===== src/rtl/peak_frame_ctrl_if.sv =====
// FFT stream in, peak detector sink out, peak detector results back in.
// slave: the sequencer; master: the FFT/detector environment.
interface peak_frame_ctrl_if;
    logic fft_sop;
    logic fft_eop;
    logic fft_valid;
    logic pd_sink_sop;
    logic pd_sink_eop;
    logic pd_sink_valid;
    logic pd_source_valid;
    logic pd_source_sop;
    logic pd_source_eop;

    modport slave (
        input  fft_sop, fft_eop, fft_valid,
        input  pd_source_valid, pd_source_sop, pd_source_eop,
        output pd_sink_sop, pd_sink_eop, pd_sink_valid
    );

    modport master (
        output fft_sop, fft_eop, fft_valid,
        output pd_source_valid, pd_source_sop, pd_source_eop,
        input  pd_sink_sop, pd_sink_eop, pd_sink_valid
    );
endinterface


===== src/rtl/peak_frame_ctrl.sv =====
// Batch sequencer between FFT output and peak detector.
// Optional DRAIN watchdog: define PEAK_FRAME_CTRL_TIMEOUT_EN.
module peak_frame_ctrl #(
    parameter int BATCH_SIZE     = 1024,
    parameter int NPEAKS         = 4,
    parameter int TIMEOUT_CYCLES = 4096,
    parameter int CNT_WIDTH      = 16
) (
    input  logic                 clk,
    input  logic                 reset,
    input  logic                 enable,
    peak_frame_ctrl_if.slave     bus,
    output logic                 pd_reset,
    output logic                 frame_done,
    output logic                 busy,
    output logic [1:0]           state,
    output logic [CNT_WIDTH-1:0] frame_cnt,
    output logic [CNT_WIDTH-1:0] drop_cnt,
    output logic [CNT_WIDTH-1:0] err_cnt
);

    localparam int EW = $clog2(BATCH_SIZE);
    localparam int RW = $clog2(NPEAKS + 1);
    localparam logic [EW-1:0] ELAST = EW'(BATCH_SIZE - 1);
    localparam logic [RW-1:0] RLAST = RW'(NPEAKS - 1);

    typedef enum logic [1:0] {
        IDLE  = 2'd0,
        LOAD  = 2'd1,
        DRAIN = 2'd2,
        FLUSH = 2'd3
    } state_t;

    state_t        st, st_n;
    logic [EW-1:0] ecnt, ecnt_n;
    logic [RW-1:0] rcnt, rcnt_n;
    logic          inc_frame, inc_drop, inc_err;
    logic          fwd, fwd_sop, fwd_eop;
    logic          sop_beat, last, res_bad;

`ifdef PEAK_FRAME_CTRL_TIMEOUT_EN
    localparam int TW = $clog2(TIMEOUT_CYCLES + 1);
    localparam logic [TW-1:0] TLAST = TW'(TIMEOUT_CYCLES - 1);
    logic [TW-1:0] tcnt;
`endif

    function automatic logic [CNT_WIDTH-1:0] sat_inc(
        input logic [CNT_WIDTH-1:0] v
    );
        return (&v) ? v : v + 1'b1;
    endfunction

    assign sop_beat = bus.fft_valid && bus.fft_sop;
    assign last     = (ecnt == ELAST);
    assign res_bad  = (bus.pd_source_sop != (rcnt == '0)) ||
                      (bus.pd_source_eop != (rcnt == RLAST));

    always_comb begin
        st_n      = st;
        ecnt_n    = ecnt;
        rcnt_n    = rcnt;
        inc_frame = 1'b0;
        inc_drop  = 1'b0;
        inc_err   = 1'b0;
        fwd       = 1'b0;
        fwd_sop   = 1'b0;
        fwd_eop   = 1'b0;
        unique case (st)
            IDLE: begin
                if (sop_beat) begin
                    if (enable) begin
                        fwd     = 1'b1;
                        fwd_sop = 1'b1;
                        ecnt_n  = EW'(1);
                        st_n    = LOAD;
                    end else begin
                        inc_drop = 1'b1;
                    end
                end
            end
            LOAD: begin
                if (bus.fft_valid) begin
                    if (!bus.fft_sop && !last && !bus.fft_eop) begin
                        fwd    = 1'b1;
                        ecnt_n = ecnt + 1'b1;
                    end else if (!bus.fft_sop && last && bus.fft_eop) begin
                        fwd     = 1'b1;
                        fwd_eop = 1'b1;
                        rcnt_n  = '0;
                        st_n    = DRAIN;
                    end else begin
                        inc_err = 1'b1;
                        st_n    = FLUSH;
                    end
                end
            end
            DRAIN: begin
                inc_drop = sop_beat;
                if (bus.pd_source_valid) begin
                    if (res_bad) begin
                        inc_err = 1'b1;
                        st_n    = FLUSH;
                    end else if (rcnt == RLAST) begin
                        inc_frame = 1'b1;
                        st_n      = IDLE;
                    end else begin
                        rcnt_n = rcnt + 1'b1;
                    end
                end
`ifdef PEAK_FRAME_CTRL_TIMEOUT_EN
                else if (tcnt == TLAST) begin
                    inc_err = 1'b1;
                    st_n    = FLUSH;
                end
`endif
            end
            FLUSH: begin
                inc_drop = sop_beat;
                st_n     = IDLE;
            end
        endcase
    end

    // Zero-latency gating; the FFT data bus itself bypasses this block.
    assign bus.pd_sink_valid = fwd & ~reset;
    assign bus.pd_sink_sop   = fwd_sop & ~reset;
    assign bus.pd_sink_eop   = fwd_eop & ~reset;
    assign state             = st;

    always_ff @(posedge clk or posedge reset) begin
        if (reset) begin
            st         <= IDLE;
            ecnt       <= '0;
            rcnt       <= '0;
            frame_cnt  <= '0;
            drop_cnt   <= '0;
            err_cnt    <= '0;
            pd_reset   <= 1'b0;
            frame_done <= 1'b0;
            busy       <= 1'b0;
        end else begin
            st         <= st_n;
            ecnt       <= ecnt_n;
            rcnt       <= rcnt_n;
            pd_reset   <= (st_n == FLUSH);
            frame_done <= inc_frame;
            busy       <= (st_n != IDLE);
            if (inc_frame) frame_cnt <= sat_inc(frame_cnt);
            if (inc_drop)  drop_cnt  <= sat_inc(drop_cnt);
            if (inc_err)   err_cnt   <= sat_inc(err_cnt);
        end
    end

`ifdef PEAK_FRAME_CTRL_TIMEOUT_EN
    always_ff @(posedge clk or posedge reset) begin
        if (reset) begin
            tcnt <= '0;
        end else if (st != DRAIN) begin
            tcnt <= '0;
        end else begin
            tcnt <= tcnt + 1'b1;
        end
    end
`endif

endmodule


===== src/flat_wrapper.sv =====
// flat-port wrapper written by rule: the top's interface ports become plain ports
module peak_frame_ctrl_flat 
#(
    parameter int BATCH_SIZE     = 1024,
    parameter int NPEAKS         = 4,
    parameter int TIMEOUT_CYCLES = 4096,
    parameter int CNT_WIDTH      = 16
)
  (clk, reset, enable, pd_reset, frame_done, busy, state, frame_cnt, drop_cnt, err_cnt, bus_fft_sop, bus_fft_eop, bus_fft_valid, bus_pd_source_valid, bus_pd_source_sop, bus_pd_source_eop, bus_pd_sink_sop, bus_pd_sink_eop, bus_pd_sink_valid);
  peak_frame_ctrl_if bus_i ();
  input  logic clk;
  input  logic reset;
  input  logic enable;
  output logic pd_reset;
  output logic frame_done;
  output logic busy;
  output logic [1:0] state;
  output logic [CNT_WIDTH-1:0] frame_cnt;
  output logic [CNT_WIDTH-1:0] drop_cnt;
  output logic [CNT_WIDTH-1:0] err_cnt;
  input wire logic [$bits(bus_i.fft_sop)-1:0] bus_fft_sop;
  input wire logic [$bits(bus_i.fft_eop)-1:0] bus_fft_eop;
  input wire logic [$bits(bus_i.fft_valid)-1:0] bus_fft_valid;
  input wire logic [$bits(bus_i.pd_source_valid)-1:0] bus_pd_source_valid;
  input wire logic [$bits(bus_i.pd_source_sop)-1:0] bus_pd_source_sop;
  input wire logic [$bits(bus_i.pd_source_eop)-1:0] bus_pd_source_eop;
  output wire logic [$bits(bus_i.pd_sink_sop)-1:0] bus_pd_sink_sop;
  output wire logic [$bits(bus_i.pd_sink_eop)-1:0] bus_pd_sink_eop;
  output wire logic [$bits(bus_i.pd_sink_valid)-1:0] bus_pd_sink_valid;
  assign bus_i.fft_sop = bus_fft_sop;
  assign bus_i.fft_eop = bus_fft_eop;
  assign bus_i.fft_valid = bus_fft_valid;
  assign bus_i.pd_source_valid = bus_pd_source_valid;
  assign bus_i.pd_source_sop = bus_pd_source_sop;
  assign bus_i.pd_source_eop = bus_pd_source_eop;
  assign bus_pd_sink_sop = bus_i.pd_sink_sop;
  assign bus_pd_sink_eop = bus_i.pd_sink_eop;
  assign bus_pd_sink_valid = bus_i.pd_sink_valid;
  peak_frame_ctrl #(.BATCH_SIZE(BATCH_SIZE), .NPEAKS(NPEAKS), .TIMEOUT_CYCLES(TIMEOUT_CYCLES), .CNT_WIDTH(CNT_WIDTH)) u_core (.clk(clk), .reset(reset), .enable(enable), .bus(bus_i), .pd_reset(pd_reset), .frame_done(frame_done), .busy(busy), .state(state), .frame_cnt(frame_cnt), .drop_cnt(drop_cnt), .err_cnt(err_cnt));
endmodule

===== config.mk =====
export PLATFORM = sky130hd
export DESIGN_NAME = peak_frame_ctrl_flat
export DESIGN_NICKNAME = d
export VERILOG_FILES = /design/src/rtl/peak_frame_ctrl_if.sv /design/src/rtl/peak_frame_ctrl.sv /design/src/flat_wrapper.sv
export SDC_FILE = /design/constraint.sdc
export NUM_CORES = 1
export LEC_CHECK = 0
export CORE_MARGIN = 3
export CORE_UTILIZATION = 52
export CTS_CLUSTER_DIAMETER = 200
export DETAILED_ROUTE_END_ITERATION = 16
export PLACE_DENSITY = 0.8
export REMOVE_ABC_BUFFERS = 1
export SYNTH_ARGS = -nofsm -noshare
export SYNTH_HDL_FRONTEND = slang
export SYNTH_SLANG_ARGS = --single-unit

===== constraint.sdc =====
create_clock -name clk -period 5.3 [get_ports clk]
set_input_delay 1.59 -clock clk [delete_from_list [all_inputs] [get_ports clk]]
set_output_delay 1.59 -clock clk [all_outputs]
set_load 0.02 [all_outputs]

Word-level counts from Yosys, hierarchy flattened
Index checks and enable logic that the tools add are counted.

Register bits: 66. Bits of input ports: 9. Output and inout port bits: 56. Logic and storage cells: 105.

Add/sub/neg operators: 5. Equal/unequal tests: 17. Mux-type cells: 44. Bitwise gates (word level): 7. Reductions and logical operators: 23.

Operator list (count): $add A16 B1 Y16 const B (3); $reduce_and A16 Y1 (3); $mux W10 (4); $mux W1 (21); $pmux W10 S2 (1); $mux W3 (6); $mux W2 (7); $ne A2 B2 Y1 const B (6); $add A10 B1 Y10 const B (1); $eq A10 B10 Y1 const B (1); $pmux W2 S4 (1); $reduce_and A7 Y1 (1); $eq A2 B2 Y1 const B (3); $ne A2 B1 Y1 const B (3); $pmux W1 S2 (3); $pmux W3 S2 (1); $reduce_and A2 Y1 (3); $reduce_bool A2 Y1 (3); $logic_and A1 B1 Y1 (5); $reduce_and A5 Y1 (1); $not A1 Y1 (4); $add A3 B1 Y3 const B (1); $and A1 B1 Y1 (3); $eq A3 B2 Y1 const B (1); 7 further kinds (10).

Depth between registers and ports, before layout
Gate-level depths: netlist (run 1).

Depth in word-level cells: 8. Mapped depth: 9. Depth with buffers taken out: 8.

Least setup slack after synthesis (run 1)
No wires, ideal clock.

Path type: input -> output. Start: input reset. End: output bus_pd_sink_eop. Arrival: 3761 ps. Required time: 3710 ps. Slack: -51 ps. Stages on the path: 3. Buffers on the path: 0. Path through: inv_1 -> nand2_1 -> nor4_1.

Cells in the longest elaborated chain, start to end: 2.

Ends and longest elaborated chain: start, declared (RTL line flat_wrapper.sv:12) `input logic reset;`; $not A1 Y1 (RTL line peak_frame_ctrl.sv:127) `assign bus.pd_sink_eop = fwd_eop & ~reset;`; $and A1 B1 Y1 (RTL line peak_frame_ctrl.sv:127); end, declared (RTL line flat_wrapper.sv:28) `output wire logic [$bits(bus_i.pd_sink_eop)-1:0] bus_pd_sink_eop;`.

No other way between the ends.

Worst setup path after layout (run 1)
Start: input bus_fft_valid. End: output bus_pd_sink_valid.

Cells in the longest elaborated chain, start to end: 4. Elaborated cells on any way between the ends: 5. Classes of those cells: mux (3); bitwise (1); reduce/logical (1).

Ends and longest elaborated chain: start, declared (RTL line flat_wrapper.sv:23) `input wire logic [$bits(bus_i.fft_valid)-1:0] bus_fft_valid;`; $logic_and A1 B1 Y1 (RTL line peak_frame_ctrl.sv:53) `assign sop_beat = bus.fft_valid && bus.fft_sop;`; $mux W1 (RTL line peak_frame_ctrl.sv:70) `if (sop_beat) begin`; $pmux W1 S2 (*) (RTL line peak_frame_ctrl.sv:68) `unique case (st)`; $and A1 B1 Y1 (*) (RTL line peak_frame_ctrl.sv:125) `assign bus.pd_sink_valid = fwd & ~reset;`; end, declared (RTL line flat_wrapper.sv:29) `output wire logic [$bits(bus_i.pd_sink_valid)-1:0] bus_pd_sink_valid;`.

Mark *: on every way between the ends. The rest lies on a longest branch, timed or not.

==> results.sh, run 1 <==
export IMPL_cp_max_fo=5
export IMPL_io_buffers=64
export IMPL_cts_num_sinks=66
export IMPL_design_portCount=65
export IMPL_cts_resized=0
export IMPL_r2r_end="u_core.drop_cnt[7]"
export IMPL_ys_ff_latch=66
export IMPL_pwr_share_comb_pct=22.9
export IMPL_hp_class="flop to flop"
export IMPL_worstSetupEndpoint="bus_pd_sink_valid"
export IMPL_cts_buffer_depth=2
export IMPL_wirelength_um=6718
export IMPL_post_route_util_pct=71.71
export IMPL_min_from="u_core.frame_cnt[4]"
export IMPL_seq_power_share_pct=39.9
export IMPL_crit_family="buffers and inverters"
export IMPL_crit_top_cell="clkdlybuf4s50_1"
export IMPL_finalNetCount=415
export IMPL_area_delta_synth_final_pct=28.48
export IMPL_p_per_area_mw_per_mm2=340.5
export IMPL_die_h_um=87.12
export IMPL_core_region_area_sq_mm=0.006131
export IMPL_clk_insertion_delay_late_ns=0.34
export IMPL_grt_pass1_vias=2620
export IMPL_drtAntennaViolNets=0
export IMPL_final_layout_size_suffix_gt1_share_pct=9.250
export IMPL_endpoint_kind="primary output"
export IMPL_rrSetupSlack_ns=2.93
export IMPL_antenna_found_initial=0
export IMPL_num_rows=28
export IMPL_slew_headroom_pct=46.65
export IMPL_worst_slew_pin_slew_ns=0.8003
export IMPL_clk_root_buffer_cell="clkbuf_8"
export IMPL_n_antenna_cell=0
export IMPL_setup_worst_path_start="bus_fft_valid"
export IMPL_critPathBufInv=2
export IMPL_swShare_pct=29.20
export IMPL_tritoncts="done"
export IMPL_die_width_um=87.12
export IMPL_drtIter0Drc=87
export IMPL_max_cap_violations=0
export IMPL_async_flop_share_pct=100.0
export IMPL_h_tree_depth=3
export IMPL_max_freq_mhz=201.4
export IMPL_power_mw=1.497
export IMPL_grt_pass1_wl_um=11650
export IMPL_grt_max_degree=67
export IMPL_reg2reg_depth=8
export IMPL_cpMaxStageDelayCell="clkdlybuf4s50_1"
export IMPL_firstDrtPassIters=4
export IMPL_grt_util_all_layers_pct=19.46
export IMPL_setup_violations=0
export IMPL_fin_crit_sh_pct=93.69
export IMPL_cts_hold_buf=0
export IMPL_post_cts_setup_buffers=0
export IMPL_fin_ws_ns=0.3346
export IMPL_p_int_mw=1.060
export IMPL_rsz0062_at_grt="no"
export IMPL_slowest_delay_ns=0.61
export IMPL_yosysSeqAreaShare_pct=48.26
export IMPL_finalHoldViolCount=0
export IMPL_worst_setup_path_type="primary input to primary output"
export IMPL_start_kind="primary input"
export IMPL_worstPathArrival_ns=3.38
export IMPL_synth_flop_cell="dfrtp_1"
export IMPL_synth_edff_count=0
export IMPL_status="finished clean"
export IMPL_syn_area_sq_mm=0.003422
export IMPL_p_sw_mw=0.4372
export IMPL_synthCells=324
export IMPL_slew_viol_final=0
export IMPL_drc=0
export IMPL_leakage_nw=1.939
export IMPL_ys_types=57
export IMPL_viasPerCell=5.501
export IMPL_overflow=0
export IMPL_fin_skew_ns=0.008574
export IMPL_fin_crit_ns=4.965
export IMPL_ir_worst_vdd_mv=0.2216
export IMPL_avgRoutedWirePerCell_um=14.14
export IMPL_place_ws_ns=0.3382
export IMPL_clk_pin_slew_ns=0.07
export IMPL_worst_path_stages=5
export IMPL_holdWs_ns=0.4955
export IMPL_dieArea_sq_mm=0.007590
export IMPL_clock_power_share_pct=37.2
export IMPL_tns_ns=0
export IMPL_start_util_pct=55.82
export IMPL_ys_warn_count=0
export IMPL_worstPathRequired_ns=3.71
export IMPL_gp_congestion=0.8042
export IMPL_vias=2613
export IMPL_crit_chain="clkdlybuf4s50_1 > nand2_1 > or3_1 > a21oi_1 > clkdlybuf4s50_1"
export IMPL_avgSynthCellArea_sq_um=10.56
export IMPL_numCtsBuffers=9
export IMPL_place_hpwl_um=4700
export IMPL_reg2reg_from="u_core.state[0]"
## stage by stage
step           cells  cell area [sq um]
6_report         475               4397
5_1_grt          475               4397
4_1_cts          475               4397
3_5_place_dp     459               4131
3_3_place_gp     459               4131
2_1_floorplan    319               3390
## logic make-up (layout without fill, tap and decap cells)
group / count (synthesis) / in the layout / share of synthesized area (%)
fa+ha+maj: 11 / 11 / 4.022
compound gates: 30 / 30 / 6.581
simple gates: 145 / 145 / 23.44
buf+inv: 14 / 90 / 1.937
mux: 4 / 4 / 1.389
xor+xnor: 54 / 54 / 14.37
flops: 66 / 66 / 48.26
## routing by layer
metal / track usage (%) / vias up / wire (um)
met1: 24.45 / 1253 / 3027
met5: 0 / - / 0
met2: 32.57 / 64 / 3293
met3: 3.690 / 8 / 310
met4: 8.787 / 0 / 86
li1: - / 1288 / -
## layout by cell type, fill, tap and decap left out, drive strengths merged, types with 2 or more instances in the layout
| cell type | n |
|---|---|
| a31oi | 2 |
| nor3 | 4 |
| nor3b | 2 |
| mux2 | 3 |
| o21bai | 2 |
| and2 | 5 |
| dfrtp | 66 |
| and4 | 8 |
| a21oi | 6 |
| clkinv | 2 |
| a311oi | 2 |
| nand3 | 23 |
| inv | 9 |
| o21a | 2 |
| xor2 | 18 |
| and3 | 14 |
| bufinv | 4 |
| nand2 | 30 |
| o21ai | 6 |
| clkdlybuf4s50 | 64 |
| nor4 | 5 |
| ha | 11 |
| nand4 | 17 |
| clkbuf | 9 |
| a211oi | 2 |
| xnor2 | 36 |
| nor2 | 28 |
## worst min path at each step
stage / end / slack (ns) / cells past startpoint
2_1_floorplan: u_core.ecnt[0] / 0.49 / 1
3_3_place_gp: u_core.frame_cnt[5] / 0.48 / 1
3_5_place_dp: u_core.err_cnt[14] / 0.48 / 1
4_1_cts: u_core.frame_cnt[4] / 0.50 / 1
5_1_grt: u_core.frame_cnt[4] / 0.52 / 1
6_report: u_core.frame_cnt[4] / 0.50 / 1
## state kept, by name (all words and copies together), names as in the netlist
register           count
u_core.rcnt            3
u_core.pd_reset        1
u_core.ecnt           10
u_core.busy            1
u_core.state           2
u_core.drop_cnt       16
u_core.frame_done      1
u_core.err_cnt        16
u_core.frame_cnt      16
## power by group through the flow
stage          sequential [mW]  combinational (mW)  clock (mW)
2_1_floorplan            0.641               0.179           0
6_report                 0.598               0.343       0.556
4_1_cts                  0.598               0.349       0.568
3_5_place_dp             0.608               0.347           0
5_1_grt                  0.610               0.377       0.591
3_3_place_gp             0.607               0.342           0
## Yosys cell counts (all sizes together), types with 2 or more instances
| library cell | instances | area (sq um) |
|---|---|---|
| xor2 | 18 | 157.7 |
| o21bai | 2 | 15.01 |
| o21ai | 6 | 30.02 |
| and3 | 14 | 88.84 |
| buf | 3 | 23.77 |
| ha | 11 | 137.6 |
| inv | 9 | 33.78 |
| dfrtp | 66 | 1652 |
| a211oi | 2 | 20.02 |
| and4 | 8 | 76.32 |
| nand2 | 30 | 112.6 |
| clkbuf | 2 | 8.750 |
| xnor2 | 36 | 334.1 |
| a31oi | 2 | 12.51 |
| nor4 | 5 | 31.28 |
| nor2 | 28 | 105.1 |
| a21oi | 6 | 33.78 |
| nand3 | 23 | 120.1 |
| mux2 | 3 | 37.53 |
| nor3b | 2 | 20.02 |
| a311oi | 2 | 23.77 |
| and2 | 5 | 31.28 |
| o21a | 2 | 15.01 |
| nand4 | 17 | 106.4 |
| nor3 | 4 | 20.02 |
## cell type report
class / instances / area, sq um
Multi-Input combinational cell: 244 / 1704
Tap cell: 75 / 93.84
Inverter: 9 / 33.78
Clock inverter: 7 / 141.4
Sequential cell: 66 / 1652
Timing Repair Buffer: 65 / 648.1
Fill cell: 443 / 1734
Clock buffer: 9 / 123.9
(Power assumes the default switching activity.)
==> inputs of run 2 (changes only) <==
- PLACE_DENSITY: 0.8 -> 0.82
- clock period: 5.3 -> 4.7 ns (I/O delays scaled with it)
==> run 2 against run 1 <==
Net effect:
- power is 6.7% higher
- cell count is 0.63% higher
- clock skew is 0.0042 ns higher
- largest cell class unchanged
- largest power group unchanged
==> results.sh, run 2 (synthesis gave the netlist of run 1 again) <==
export IMPL_status="finished clean"
export IMPL_power_mw=1.598
export IMPL_fin_skew_ns=0.01275
export IMPL_rrSetupSlack_ns=2.19
export IMPL_min_from="u_core.frame_cnt[10]"
export IMPL_worstPathArrival_ns=3.11
export IMPL_tns_ns=0
export IMPL_slew_headroom_pct=46.11
export IMPL_numCtsBuffers=9
export IMPL_p_int_mw=1.094
export IMPL_n_antenna_cell=0
export IMPL_grt_util_all_layers_pct=20.01
export IMPL_setup_worst_path_start="bus_fft_valid"
export IMPL_wirelength_um=6994
export IMPL_design_portCount=65
export IMPL_core_region_area_sq_mm=0.006131
export IMPL_clk_root_buffer_cell="clkbuf_8"
export IMPL_start_util_pct=55.82
export IMPL_drc=0
export IMPL_fin_ws_ns=0.1807
export IMPL_drtAntennaViolNets=0
export IMPL_layout_commonest_cell="dfrtp_1"
export IMPL_die_h_um=87.12
export IMPL_hp_class="flop to flop"
export IMPL_p_per_area_mw_per_mm2=364.8
export IMPL_grt_pass1_vias=2683
export IMPL_place_inst=462
export IMPL_place_ws_ns=0.1767
export IMPL_overflow=0
export IMPL_max_freq_mhz=221.3
export IMPL_finalNetCount=418
export IMPL_fin_crit_sh_pct=96.16
export IMPL_fillCellCount=451
export IMPL_h_tree_depth=3
export IMPL_cts_resized=0
export IMPL_num_rows=28
export IMPL_area_delta_synth_final_pct=28.01
export IMPL_ir_worst_vdd_mv=0.2461
export IMPL_endpoint_kind="primary output"
export IMPL_grt_max_degree=67
export IMPL_fin_crit_ns=4.519
export IMPL_drtIter0Drc=82
export IMPL_worst_slew_pin_slew_ns=0.8084
export IMPL_grt_pass1_wl_um=12190
export IMPL_worstPathRequired_ns=3.29
export IMPL_clk_pin_slew_ns=0.07
export IMPL_cts_buffer_depth=2
export IMPL_clk_insertion_delay_late_ns=0.35
export IMPL_final_cell_mix="66 x dfrtp_1, 64 x clkdlybuf4s50_1, 35 x xnor2_1"
export IMPL_r2r_end="u_core.drop_cnt[7]"
export IMPL_final_layout_size_suffix_gt1_share_pct=9.926
export IMPL_antenna_found_initial=0
export IMPL_setup_violations=0
export IMPL_cts_hold_buf=0
export IMPL_post_cts_setup_buffers=0
export IMPL_holdPathEnd="u_core.frame_cnt[10]"
export IMPL_start_kind="primary input"
export IMPL_cp_max_fo=4
export IMPL_avgRoutedWirePerCell_um=14.63
export IMPL_reg_top3="u_core.drop_cnt (16), u_core.err_cnt (16), u_core.frame_cnt (16)"
export IMPL_gp_congestion=0.8370
export IMPL_slew_viol_final=0
export IMPL_worst_setup_path_type="primary input to primary output"
export IMPL_viasPerCell=5.510
export IMPL_leakage_nw=1.934
export IMPL_pwr_share_comb_pct=24.6
export IMPL_place_hpwl_um=5040
export IMPL_firstDrtPassIters=4
export IMPL_vias=2634
export IMPL_reg2reg_depth=8
export IMPL_post_route_util_pct=71.45
export IMPL_p_sw_mw=0.5040
export IMPL_dieArea_sq_mm=0.007590
export IMPL_reg2reg_from="u_core.state[0]"
export IMPL_rsz0062_at_grt="no"
export IMPL_whs_path_depth=1
export IMPL_seq_power_share_pct=42.1
export IMPL_clock_power_share_pct=33.3
export IMPL_io_buffers=64
export IMPL_finalHoldViolCount=0
export IMPL_tritoncts="done"
export IMPL_die_width_um=87.12
export IMPL_max_cap_violations=0
export IMPL_cts_num_sinks=66
export IMPL_swShare_pct=31.54
export IMPL_stdcell_count=478
run 2: cell types whose count changed in the layout (fill, tap and decap cells not counted), sizes merged:
cell and delta:
bufinv -2, clkinv +1, inv +1, buf +3
run 2: stage by stage:
stage	instance area [sq um]	hold slack, ns
3_5_place_dp	4154	0.4847
5_1_grt	4380	0.5149
6_report	4380	0.4957
4_1_cts	4380	0.4980
2_1_floorplan	3390	0.4878
3_3_place_gp	4154	0.4764
run 2: layer usage:
layer | up-vias | global-route usage (%) | routed length (um)
met5 | - | 0 | 0
met4 | 0 | 7.950 | 102
met2 | 73 | 33.89 | 3459
met3 | 10 | 3.595 | 363
met1 | 1256 | 25.37 | 3069
li1 | 1295 | - | -
run 2: worst max-delay path by stage:
stage	to	slack [ns]	cells after the start
after global placement	bus_pd_sink_valid	0.20	5
final	bus_pd_sink_valid	0.18	5
after floorplan	bus_pd_sink_eop	-0.29	3
after detailed placement	bus_pd_sink_valid	0.18	5
after CTS	bus_pd_sink_valid	0.18	5
after global routing	bus_pd_sink_valid	0.02	5
run 2: critical path, cell delays in order:
cell and delay [ns]:
clkdlybuf4s50_1 0.48, nand2_1 0.10, or3_1 0.36, a21oi_1 0.14, clkdlybuf4s50_1 0.62
run 2: power groups by stage:
stage / clock, mW / combinational [mW] / sequential, mW
3_3_place_gp: 0 / 0.387 / 0.683
4_1_cts: 0.546 / 0.399 / 0.673
3_5_place_dp: 0 / 0.398 / 0.684
2_1_floorplan: 0 / 0.202 / 0.723
5_1_grt: 0.570 / 0.433 / 0.685
6_report: 0.531 / 0.394 / 0.673
run 2: layout make-up:
type                            instances  area (sq um)  area share (%)
Clock inverter                          7         102.6           2.342
Inverter                                9         33.78          0.7712
Sequential cell                        66          1652           37.70
Timing Repair Buffer                   68         670.6           15.31
Tap cell                               75         93.84           2.142
Multi-Input combinational cell        244          1704           38.90
Clock buffer                            9         123.9           2.828
